**src/rtl/alib_fifo_pkg.sv**
```systemverilog
// rtl/alib_fifo_pkg.sv - shared pointer/occupancy width helpers for the alib FIFOs
package alib_fifo_pkg;

    // Bits needed to index 'entries' locations (at least one bit).
    function automatic int ptr_width(input int entries);
        return (entries > 1) ? $clog2(entries) : 1;
    endfunction

    // Bits needed to hold an occupancy count of 0..entries inclusive.
    function automatic int occ_width(input int entries);
        return $clog2(entries) + 1;
    endfunction

    function automatic int ceil_div(input int num, input int den);
        return (num + den - 1) / den;
    endfunction

endpackage

```
**src/rtl/alib_bit_extract.sv**
```systemverilog
// rtl/alib_bit_extract.sv - combinational bit-window select and right-align from word storage
module alib_bit_extract
    import alib_fifo_pkg::*;
#(
    parameter int DEPTH        = 16,
    parameter int WIDTH_INPUT  = 8,
    parameter int WIDTH_OUTPUT = 16,
    parameter int RPW          = ptr_width(DEPTH * WIDTH_INPUT),
    parameter int LENW         = $clog2(WIDTH_OUTPUT) + 1
) (
    input  logic [DEPTH-1:0][WIDTH_INPUT-1:0] words,
    input  logic [RPW-1:0]                    rd_ptr,
    input  logic [LENW-1:0]                   len,
    output logic [WIDTH_OUTPUT-1:0]           data
);

    localparam int WPW  = ptr_width(DEPTH);
    localparam int OFW  = ptr_width(WIDTH_INPUT);
    // A read starting mid-word can touch one extra word beyond the aligned span.
    localparam int NW   = ceil_div(WIDTH_OUTPUT, WIDTH_INPUT) + 1;
    localparam int WINW = NW * WIDTH_INPUT;

    logic [WPW-1:0]          base_word;
    logic [OFW-1:0]          offset;
    logic [WPW:0]            idx_sum;
    logic [WINW-1:0]         window;
    logic [WIDTH_OUTPUT-1:0] top;
    logic [LENW-1:0]         shamt;

    assign base_word = WPW'(32'(rd_ptr) / WIDTH_INPUT);
    assign offset    = OFW'(32'(rd_ptr) % WIDTH_INPUT);

    // Gather NW consecutive words (wrapping at DEPTH) oldest-first, then align the read bit to the MSB.
    always_comb begin
        idx_sum = '0;
        window  = '0;
        for (int k = 0; k < NW; k++) begin
            idx_sum = {1'b0, base_word} + (WPW+1)'(k);
            if (32'(idx_sum) >= DEPTH) begin
                idx_sum = idx_sum - (WPW+1)'(DEPTH);
            end
            window[WINW-1-k*WIDTH_INPUT -: WIDTH_INPUT] = words[idx_sum[WPW-1:0]];
        end
        top   = WIDTH_OUTPUT'((window << offset) >> (WINW - WIDTH_OUTPUT));
        shamt = LENW'(WIDTH_OUTPUT) - len;
        if (len == '0 || 32'(len) > WIDTH_OUTPUT) begin
            data = '0;
        end else begin
            data = top >> shamt;
        end
    end

endmodule

```
**src/rtl/alib_unpacker_fifo.sv**
```systemverilog
// rtl/alib_unpacker_fifo.sv - word-in, variable-bit-length-out bitstream FIFO
module alib_unpacker_fifo
    import alib_fifo_pkg::*;
#(
    parameter int DEPTH        = 16,
    parameter int WIDTH_INPUT  = 8,
    parameter int WIDTH_OUTPUT = 16
) (
    input  logic                                  i_clk,
    input  logic                                  i_rst,
    input  logic [WIDTH_INPUT-1:0]                i_wr_data,
    input  logic                                  i_wr_en,
    output logic                                  o_full,
    input  logic                                  i_rd_en,
    input  logic [$clog2(WIDTH_OUTPUT):0]         i_rd_data_len,
    output logic [WIDTH_OUTPUT-1:0]               o_rd_data,
    output logic                                  o_rd_valid,
    output logic                                  o_empty,
    output logic [$clog2(DEPTH*WIDTH_INPUT):0]    o_bits_left,
    output logic                                  o_underflow
);

    localparam int TOTAL_BITS = DEPTH * WIDTH_INPUT;
    localparam int WPW        = ptr_width(DEPTH);
    localparam int RPW        = ptr_width(TOTAL_BITS);
    localparam int OCCW       = occ_width(TOTAL_BITS);
    localparam int LENW       = $clog2(WIDTH_OUTPUT) + 1;

    logic [DEPTH-1:0][WIDTH_INPUT-1:0] mem;
    logic [WPW-1:0]                    wr_ptr;
    logic [WPW-1:0]                    wr_ptr_next;
    logic [RPW-1:0]                    rd_ptr;
    logic [RPW-1:0]                    rd_ptr_next;
    logic [RPW:0]                      rd_sum;
    logic [OCCW-1:0]                   count;
    logic [OCCW-1:0]                   count_next;
    logic                              wr_accept;
    logic                              rd_accept;
    logic [WIDTH_OUTPUT-1:0]           extract_data;

    // Status comes straight from the registered bit count.
    assign o_full      = 32'(count) > (TOTAL_BITS - WIDTH_INPUT);
    assign o_empty     = (count == '0);
    assign o_bits_left = count;

    assign wr_accept = i_wr_en && !o_full;
    assign rd_accept = i_rd_en
                    && (32'(i_rd_data_len) <= WIDTH_OUTPUT)
                    && (32'(i_rd_data_len) <= 32'(count));

    alib_bit_extract #(
        .DEPTH        (DEPTH),
        .WIDTH_INPUT  (WIDTH_INPUT),
        .WIDTH_OUTPUT (WIDTH_OUTPUT),
        .RPW          (RPW),
        .LENW         (LENW)
    ) u_bit_extract (
        .words  (mem),
        .rd_ptr (rd_ptr),
        .len    (i_rd_data_len),
        .data   (extract_data)
    );

    // Next pointer and occupancy values; read length is taken from the pre-edge count only.
    always_comb begin
        wr_ptr_next = (wr_ptr == WPW'(DEPTH - 1)) ? '0 : wr_ptr + 1'b1;
        rd_sum      = {1'b0, rd_ptr} + (RPW+1)'(i_rd_data_len);
        if (32'(rd_sum) >= TOTAL_BITS) begin
            rd_sum = rd_sum - (RPW+1)'(TOTAL_BITS);
        end
        rd_ptr_next = rd_sum[RPW-1:0];
        count_next  = count
                    + (wr_accept ? OCCW'(WIDTH_INPUT) : '0)
                    - (rd_accept ? OCCW'(i_rd_data_len) : '0);
    end

    // Word storage; contents are not reset since occupancy gates every read.
    always_ff @(posedge i_clk) begin
        if (wr_accept) begin
            mem[wr_ptr] <= i_wr_data;
        end
    end

    // Pointers, occupancy and registered read results.
    always_ff @(posedge i_clk or negedge i_rst) begin
        if (!i_rst) begin
            wr_ptr      <= '0;
            rd_ptr      <= '0;
            count       <= '0;
            o_rd_data   <= '0;
            o_rd_valid  <= 1'b0;
            o_underflow <= 1'b0;
        end else begin
            if (wr_accept) begin
                wr_ptr <= wr_ptr_next;
            end
            if (rd_accept) begin
                rd_ptr    <= rd_ptr_next;
                o_rd_data <= extract_data;
            end
            count       <= count_next;
            o_rd_valid  <= rd_accept;
            o_underflow <= i_rd_en && !rd_accept;
        end
    end

endmodule

```
**config.mk**
```make
export PLATFORM = sky130hd
export DESIGN_NAME = alib_unpacker_fifo
export DESIGN_NICKNAME = d
export VERILOG_FILES = /design/src/rtl/alib_fifo_pkg.sv /design/src/rtl/alib_bit_extract.sv /design/src/rtl/alib_unpacker_fifo.sv
export SDC_FILE = /design/constraint.sdc
export NUM_CORES = 1
export LEC_CHECK = 0
export BUFFER_PORTS_ARGS = -buffer_cell sky130_fd_sc_hd__buf_4
export CORE_MARGIN = 2
export CORE_UTILIZATION = 60
export CTS_CLUSTER_DIAMETER = 150
export CTS_CLUSTER_SIZE = 14
export DETAILED_ROUTE_END_ITERATION = 8
export PLACE_DENSITY = 0.78
export SYNTH_ARGS = -nofsm -noshare
export SYNTH_HDL_FRONTEND = slang
export SYNTH_HIERARCHICAL = 1
export SYNTH_SLANG_ARGS = --single-unit
```
**constraint.sdc**
```tcl
create_clock -name i_clk -period 5.43 [get_ports i_clk]
set_input_delay 0.2715 -clock i_clk [delete_from_list [all_inputs] [get_ports i_clk]]
set_output_delay 0.2715 -clock i_clk [all_outputs]
set_load 0.02 [all_outputs]
```
==> results of run 1 <==
==> worst min-delay path by stage <==
stage          slack, ps                       end  cells past startpoint
6_report              90     o_underflow$_DFF_PN0_                      2
5_1_grt              110     o_underflow$_DFF_PN0_                      2
4_1_cts               80     o_underflow$_DFF_PN0_                      2
3_5_place_dp         270  o_rd_data[6]$_DFFE_PN0N_                      1
3_3_place_gp         250  o_rd_data[2]$_DFFE_PN0N_                      1
2_1_floorplan        -20  o_bits_left[0]$_DFF_PN0_                      0
==> layout make-up <==
cell class / count / share of cell area [%]
clock inverters: 13 / 1.235
flip-flops and latches: 165 / 38.95
well taps: 229 / 2.337
inverters: 33 / 1.011
multi-input cells: 611 / 48.54
repair buffers: 67 / 4.226
clock buffers: 19 / 3.705
==> worst register-to-register path, delay by kind of cell, from the launching register on <==
family          cells  cell delay (ps)
compound gates      7             2480
flops               1              410
mux                 2              460
buf+inv             3             1540
==> per-stage QoR <==
| step | setup WS, ps | total power, uW | utilization [%] | cell area, um^2 | hold WS, ps |
|---|---|---|---|---|---|
| 3_3_place_gp | 711.8 | 7045 | 64.37 | 11640 | 251.9 |
| 2_1_floorplan | 1175 | 5771 | - | 11120 | -24.09 |
| 6_report | 483.7 | 8536 | 67.78 | 12260 | 89.97 |
| 5_1_grt | 221.4 | 8963 | 67.78 | 12260 | 105.5 |
| 3_5_place_dp | 610.5 | 7167 | 64.37 | 11640 | 268.8 |
| 4_1_cts | 582.5 | 8417 | 67.78 | 12260 | 76.34 |
==> flip-flops by register name (all words and copies together), names as in the netlist <==
name,flops
wr_ptr,4
rd_ptr,7
o_underflow,1
mem,128
o_rd_valid,1
o_bits_left,8
o_rd_data,16
==> layout by cell type (no fill, tap or decap), types with 21 or more instances in the layout <==
cell      instances
ha_1             28
mux2_2           21
nor2_1           53
nand2_1          47
a21oi_1          26
nand3_1          24
edfxtp_1        128
dfrtp_1          35
mux4_2           80
mux2i_1          52
inv_1            31
nor3_1           25
buf_4            65
==> logic make-up after synthesis <==
kind of cell               synth area share (%)
DFF                                       42.88
adders and majority gates                 3.802
AOI/OAI and AO/OA                         12.09
and+or+nand+nor                           9.573
muxes                                     26.41
xor gates and xnor gates                  1.339
buffers and inverters                     3.903
==> power by group <==
group	leakage, uW	total [uW]	internal [uW]	switching, uW
Clock	0.000297	1230	648	581
Combinational	0.00263	5560	2410	3150
Sequential	0.00162	1750	1550	206
Total	0.00455	8540	4600	3930
==> routing by layer <==
| layer | wire length [um] | share of wire [%] |
|---|---|---|
| met4 | 860 | 2.8 |
| met1 | 12380 | 40 |
| met5 | 0 | 0 |
| met3 | 2860 | 9.2 |
| met2 | 15010 | 48 |
==> metrics.md, run 1 <==
| Metric | Value |
|---|---|
| Critical Path End | `o_rd_data[1]$_DFFE_PN0N_` |
| Final hold violations | `0` |
| Fin Setup TNS | `0 ps` |
| Async SR Flop Fraction | `roughly 22%` |
| CP delay by family, top | `compound AO/OA/AOI/OAI gates` |
| Peak supply drop | `just over 0.0005 V` |
| CTS H-tree depth | `4` |
| Placed wire-length estimate | `about 23 mm` |
| Share of the synthesized area in the top cell type | `34.56%` |
| Synth top cells by count | `edfxtp_1 (128), mux4_2 (80), nor2_1 (53)` |
| Die X | `between 100 and 150 um` |
| Syn_area_per_cell | `~13 um^2` |
| Critical Path Slowest Stage Cell | `buf_4` |
| # port buffers | `44` |
| Total Wirelength | `31.10 mm` |
| Unrepaired setup endpoints after global routing | `false` |
| Share of layout cells above drive strength 1 | `a little over a quarter` |
| Placed cell count | `approximately 1100` |
| Clock Sinks | `roughly 170` |
| Drt drc | `0` |
| First-pass GRT wire length | `48.76 mm` |
| Met2 usage | `approximately 53%` |
| Pleak | `between 0.004 and 0.005 uW` |
| Clock Tree Buf Depth | `2` |
| Slew Limit Fails | `0` |
| CTS tree | `yes` |
| Multi-input logic area | `5949 um^2` |
| Worst R2R End | `o_rd_data[1]$_DFFE_PN0N_` |
| Yosys cell types | `83` |
| Reg2Reg Setup Slack | `~480 ps` |
| Tightest Pin Transition | `~1200 ps` |
| Post-synthesis sequential area ratio | `42.88%` |
| Worst path most repeated cell | `a21oi_1` |
| Post-cts hold buffer count | `1` |
| Root buf cell | `clkbuf_16` |
| Crit. path cell count | `12` |
| TritonCTS buffer count | `17` |
| # IOs | `45` |
| Reg area | `4775 um^2` |
| Antenna violations before repair | `0` |
| R2r startpoint | `rd_ptr[3]$_DFFE_PN0N_` |
| Cell area after synthesis | `11120 um^2` |
| GPL Wtd Cong | `0.9604` |
| Mapped Cells | `867` |
| Overflow after GRT | `0` |
| PwrDens | `a little under 700 nW/um^2` |
| # resized after CTS | `0` |
| Cells on worst reg2reg path | `12` |
| DR pass1 iterations | `7` |
| Gr busiest metal | `met2` |
| Fmax | `just over 200 MHz` |
| Met3 Use GR | `under 10%` |
| Crit Path Max Fanout | `45` |
| Area grow syn2layout | `10.20%` |
| Die area | `19640 um^2` |
| Worst Path Arrival | `roughly 5300 ps` |
| Top-count cell post-synth | `edfxtp_1` |
| Flops & latches, synth | `165` |
| CP peak stage delay | `600 ps` |
| Drt wl/cell | `approximately 27 um` |
| CP Cell Sequence | `buf_4 -> buf_4 -> inv_1 -> a21oi_1 -> a22oi_1 -> a21oi_1 -> a21oi_1 -> a211o_1 -> mux2_2 -> a2111oi_0 -> a221o_1 -> mux2_2` |
| GRT met1 Usage | `between 40% and 50%` |
| Hold Startpoint | `i_rd_en` |
| Largest net degree at the start of global routing | `50` |
| Later-pin clock latency in the skew report | `roughly 430 ps` |
| Minimum clock period | `4946 ps` |
| Crit path from | `rd_ptr[3]$_DFFE_PN0N_` |
| N_diodes | `0` |
| Routed vias/inst | `around 7.4` |
| Final Non-Filler Cells | `~1100` |
| DRT iter0 DRCs | `approximately 1100` |
| Setup Skew | `approximately 14 ps` |
| Yosys warning count | `6` |
| Final-report setup violation count | `0` |
| Row count | `49` |
| Synth area leader | `edfxtp_1` |
| Outcome | `finished, final reports clean` |
| Die height | `140.2 um` |
| Max Cap Violations | `0` |
| Clock slew at reported path FFs | `70 ps` |
| Initial Util | `between 60% and 70%` |
| DR vias | `roughly 8400` |
| GRT Total Usage | `between 30% and 40%` |
| ANT nets after route | `0` |
| Hold WC Path Type | `primary input to flip-flop` |
| Setup bufs post-CTS | `0` |
| Core area | `~18000 um^2` |
| Nets@finish | `944` |
| Post-synth EDFFs | `roughly 130` |
| Fillers | `around 1300` |
| Mapped Nets | `about 920` |
| Worst Setup End Kind | `flip-flop` |
| Max-slew headroom | `16.48%` |
| Kind of critical path | `flip-flop to flip-flop` |
| Final period utilization | `between 90% and 100%` |
| Critical Path Source Type | `flip-flop` |
| Crit path buf inv count | `3` |
| CP required | `about 5800 ps` |
| Vias in the first global route | `8283` |
| Area contributors post-synth | `edfxtp_1 (35%), mux4_2 (16%), dfrtp_1 (8.3%)` |
| Synth Flop Type | `edfxtp_1` |
Power figures use the tool's default switching activity.
==> run 2, diff against run 1 <==
CORE_UTILIZATION = 63   (was 60)
PLACE_DENSITY = 0.81   (was 0.78)
==> run 2 against run 1 <==
Compared with the run above: flip-flop and latch count is the same; die area shrank 4.6%; global-route usage increased by 2.7 points; critical path depth decreased by 1; worst setup slack better by 280 ps; combinational power is essentially flat; clock power barely moved; critical path type unchanged; final area decreased by 0.54%; register-to-register slack improved by 280 ps; highest routed layer unchanged.
==> metrics.md, run 2 (synthesis results as in run 1) <==
| Metric | Value |
|---|---|
| Crit path buf inv count | `1 (-2)` |
| # port buffers | `44 (unchanged)` |
| Outcome | `finished, final reports clean` |
| Pleak | `0.004503 uW (-0.94%)` |
| Slew Limit Fails | `0 (unchanged)` |
| PwrDens | `701.1 nW/um^2 (+0.69%)` |
| Nets@finish | `940 (-0.42%)` |
| TritonCTS buffer count | `17 (unchanged)` |
| Clock slew at reported path FFs | `70 ps (about the same)` |
| Final period utilization | `85.89% (-5.2 points)` |
| Die area | `18730 um^2 (-4.6%)` |
| Drt drc | `0 (unchanged)` |
| Peak supply drop | `0.0003727 V (-27%)` |
| Hold endpoint | `o_underflow$_DFF_PN0_` |
| Antenna violations before repair | `0 (unchanged)` |
| CTS tree | `yes` |
| Fin Setup TNS | `0 ps (unchanged)` |
| Clock Sinks | `165 (unchanged)` |
| GPL Wtd Cong | `1.045 (+8.8%)` |
| Setup bufs post-CTS | `0 (unchanged)` |
| Cell area after placement | `11590 um^2 (-0.43%)` |
| Max reg flops | `128 (unchanged)` |
| Later-pin clock latency in the skew report | `440 ps (about the same)` |
| Final-report setup violation count | `0 (unchanged)` |
| Worst R2R End | `o_rd_data[1]$_DFFE_PN0N_` |
| Final hold violations | `0 (unchanged)` |
| Kind of critical path | `flip-flop to flip-flop` |
| DR vias | `8547 (+2.1%)` |
| # IOs | `45 (unchanged)` |
| Reg2Reg Setup Slack | `770 ps (+280 ps)` |
| Top reg by flops | `mem` |
| Unrepaired setup endpoints after global routing | `false` |
| DRT iter0 DRCs | `1218 (+13%)` |
| Critical Path Slowest Stage Cell | `ha_2` |
| Root buf cell | `clkbuf_16` |
| CP required | `5760 ps (-30 ps)` |
| CTS H-tree depth | `4 (unchanged)` |
| Die X | `136.9 um (-2.3%)` |
| # resized after CTS | `0 (unchanged)` |
| N_diodes | `0 (unchanged)` |
| Minimum clock period | `4664 ps (-282.6 ps)` |
| Critical Path Source Type | `flip-flop` |
| Fmax | `214.4 MHz (+6.1%)` |
| Crit Path Max Fanout | `12 (-73%)` |
| ANT nets after route | `0 (unchanged)` |
| Total Wirelength | `31.83 mm (+2.3%)` |
| CP peak stage delay | `590 ps (about the same)` |
| Hold WC Path Type | `primary input to flip-flop` |
| CP Cell Sequence | `ha_2 -> buf_4 -> mux4_2 -> a221oi_1 -> a22o_1 -> nor3_1 -> a221o_1 -> or4_4 -> mux4_2 -> a221o_1 -> mux2_2` |
| Clock Tree Buf Depth | `2 (unchanged)` |
| Core area | `17300 um^2 (-4.4%)` |
| Setup Skew | `23.42 ps (+8.948 ps)` |
| R2r startpoint | `rd_ptr[3]$_DFFE_PN0N_` |
| CP delay by family, top | `multiplexers` |
| Max Cap Violations | `0 (unchanged)` |
| Die height | `136.9 um (-2.3%)` |
| DR pass1 iterations | `8 (+1)` |
| GRT Total Usage | `35.45% (+2.7 points)` |
| Most frequent cells in the layout | `edfxtp_1 (128), mux4_2 (80), buf_4 (61)` |
| Hold Crit Depth | `2 (unchanged)` |
| Commonest non-fill, non-tap cell in the layout | `edfxtp_1` |
| Row count | `48 (-2.0%)` |
| Worst Setup End Kind | `flip-flop` |
| Largest net degree at the start of global routing | `84 (+68%)` |
| Share of layout cells above drive strength 1 | `25.47% (-0.74 points)` |
| Area grow syn2layout | `9.606%` |
| Max-slew headroom | `8.945% (-7.5 points)` |
| Routed vias/inst | `7.577 (+3.0%)` |
| Cells on worst reg2reg path | `11 (-1)` |
| Fillers | `1133 (-10%)` |
| First-pass GRT wire length | `48.77 mm (about the same)` |
| Placed wire-length estimate | `22.35 mm (-1.5%)` |
| Design area | `12190 um^2 (-0.54%)` |
| Hold Startpoint | `i_rd_en` |
| Worst Path Arrival | `4990 ps (-320 ps)` |
| Overflow after GRT | `0 (unchanged)` |
| Drt wl/cell | `28.21 um (+3.1%)` |
| Tightest Pin Transition | `1361 ps (+112.7 ps)` |
| Initial Util | `64.31% (+2.8 points)` |
| Vias in the first global route | `8281 (-0.024%)` |
run 2: cell type report:
cell class	count	area (um^2)	area share, %
tap	225	281.5	2.309
multi-input combinational	611	5934	48.68
inverter	33	123.9	1.016
sequential	165	4775	39.16
clock buffer	18	429.2	3.520
timing repair buffer	63	488.0	4.002
clock inverter	13	160.2	1.314
run 2: worst max-delay path by stage:
stage	from	end	cells after the start
2_1_floorplan	rd_ptr[3]$_DFFE_PN0N_	o_rd_data[1]$_DFFE_PN0N_	14
3_5_place_dp	rd_ptr[3]$_DFFE_PN0N_	o_rd_data[1]$_DFFE_PN0N_	11
6_report	rd_ptr[3]$_DFFE_PN0N_	o_rd_data[1]$_DFFE_PN0N_	11
5_1_grt	rd_ptr[3]$_DFFE_PN0N_	o_rd_data[0]$_DFFE_PN0N_	12
4_1_cts	rd_ptr[3]$_DFFE_PN0N_	o_rd_data[1]$_DFFE_PN0N_	12
3_3_place_gp	rd_ptr[3]$_DFFE_PN0N_	o_rd_data[1]$_DFFE_PN0N_	11
run 2: metrics by stage:
| stage | cells | setup WS [ps] | util, % | hold WS (ps) | total power [uW] |
|---|---|---|---|---|---|
| floorplan | 867 | 1175 | - | -24.09 | 5771 |
| global placement | 1096 | 922.3 | 67.02 | 255.2 | 6942 |
| detailed placement | 1096 | 815.0 | 67.02 | 265.3 | 7114 |
| CTS | 1128 | 807.6 | 70.49 | 75.69 | 8394 |
| global route | 1128 | 602.8 | 70.49 | 104.9 | 8937 |
| finish | 1128 | 766.3 | 70.49 | 86.63 | 8548 |
run 2: layer usage:
layer / GRT usage, % / vias up / share of wire, % / wire [um]
li1: - / 3560 / - / -
met1: 49.76 / 4240 / 38 / 12160
met2: 56.36 / 650 / 48 / 15390
met3: 6.333 / 97 / 10 / 3318
met4: 12.43 / 0 / 3.0 / 959
met5: 0 / - / 0 / 0
run 2: power breakdown:
part / total (uW) / switching, uW / internal (uW)
logic: 5570 / 3160 / 2400
clock network: 1240 / 548 / 692
registers: 1740 / 195 / 1550
total: 8550 / 3910 / 4640
run 2: repair_timing:
| action | 4_1_cts | 5_1_grt |
|---|---|---|
| endpoints found under the hold margin | 37 | 0 |
| endpoints found under the setup margin | 0 | 0 |
| hold buffers | 1 | 0 |
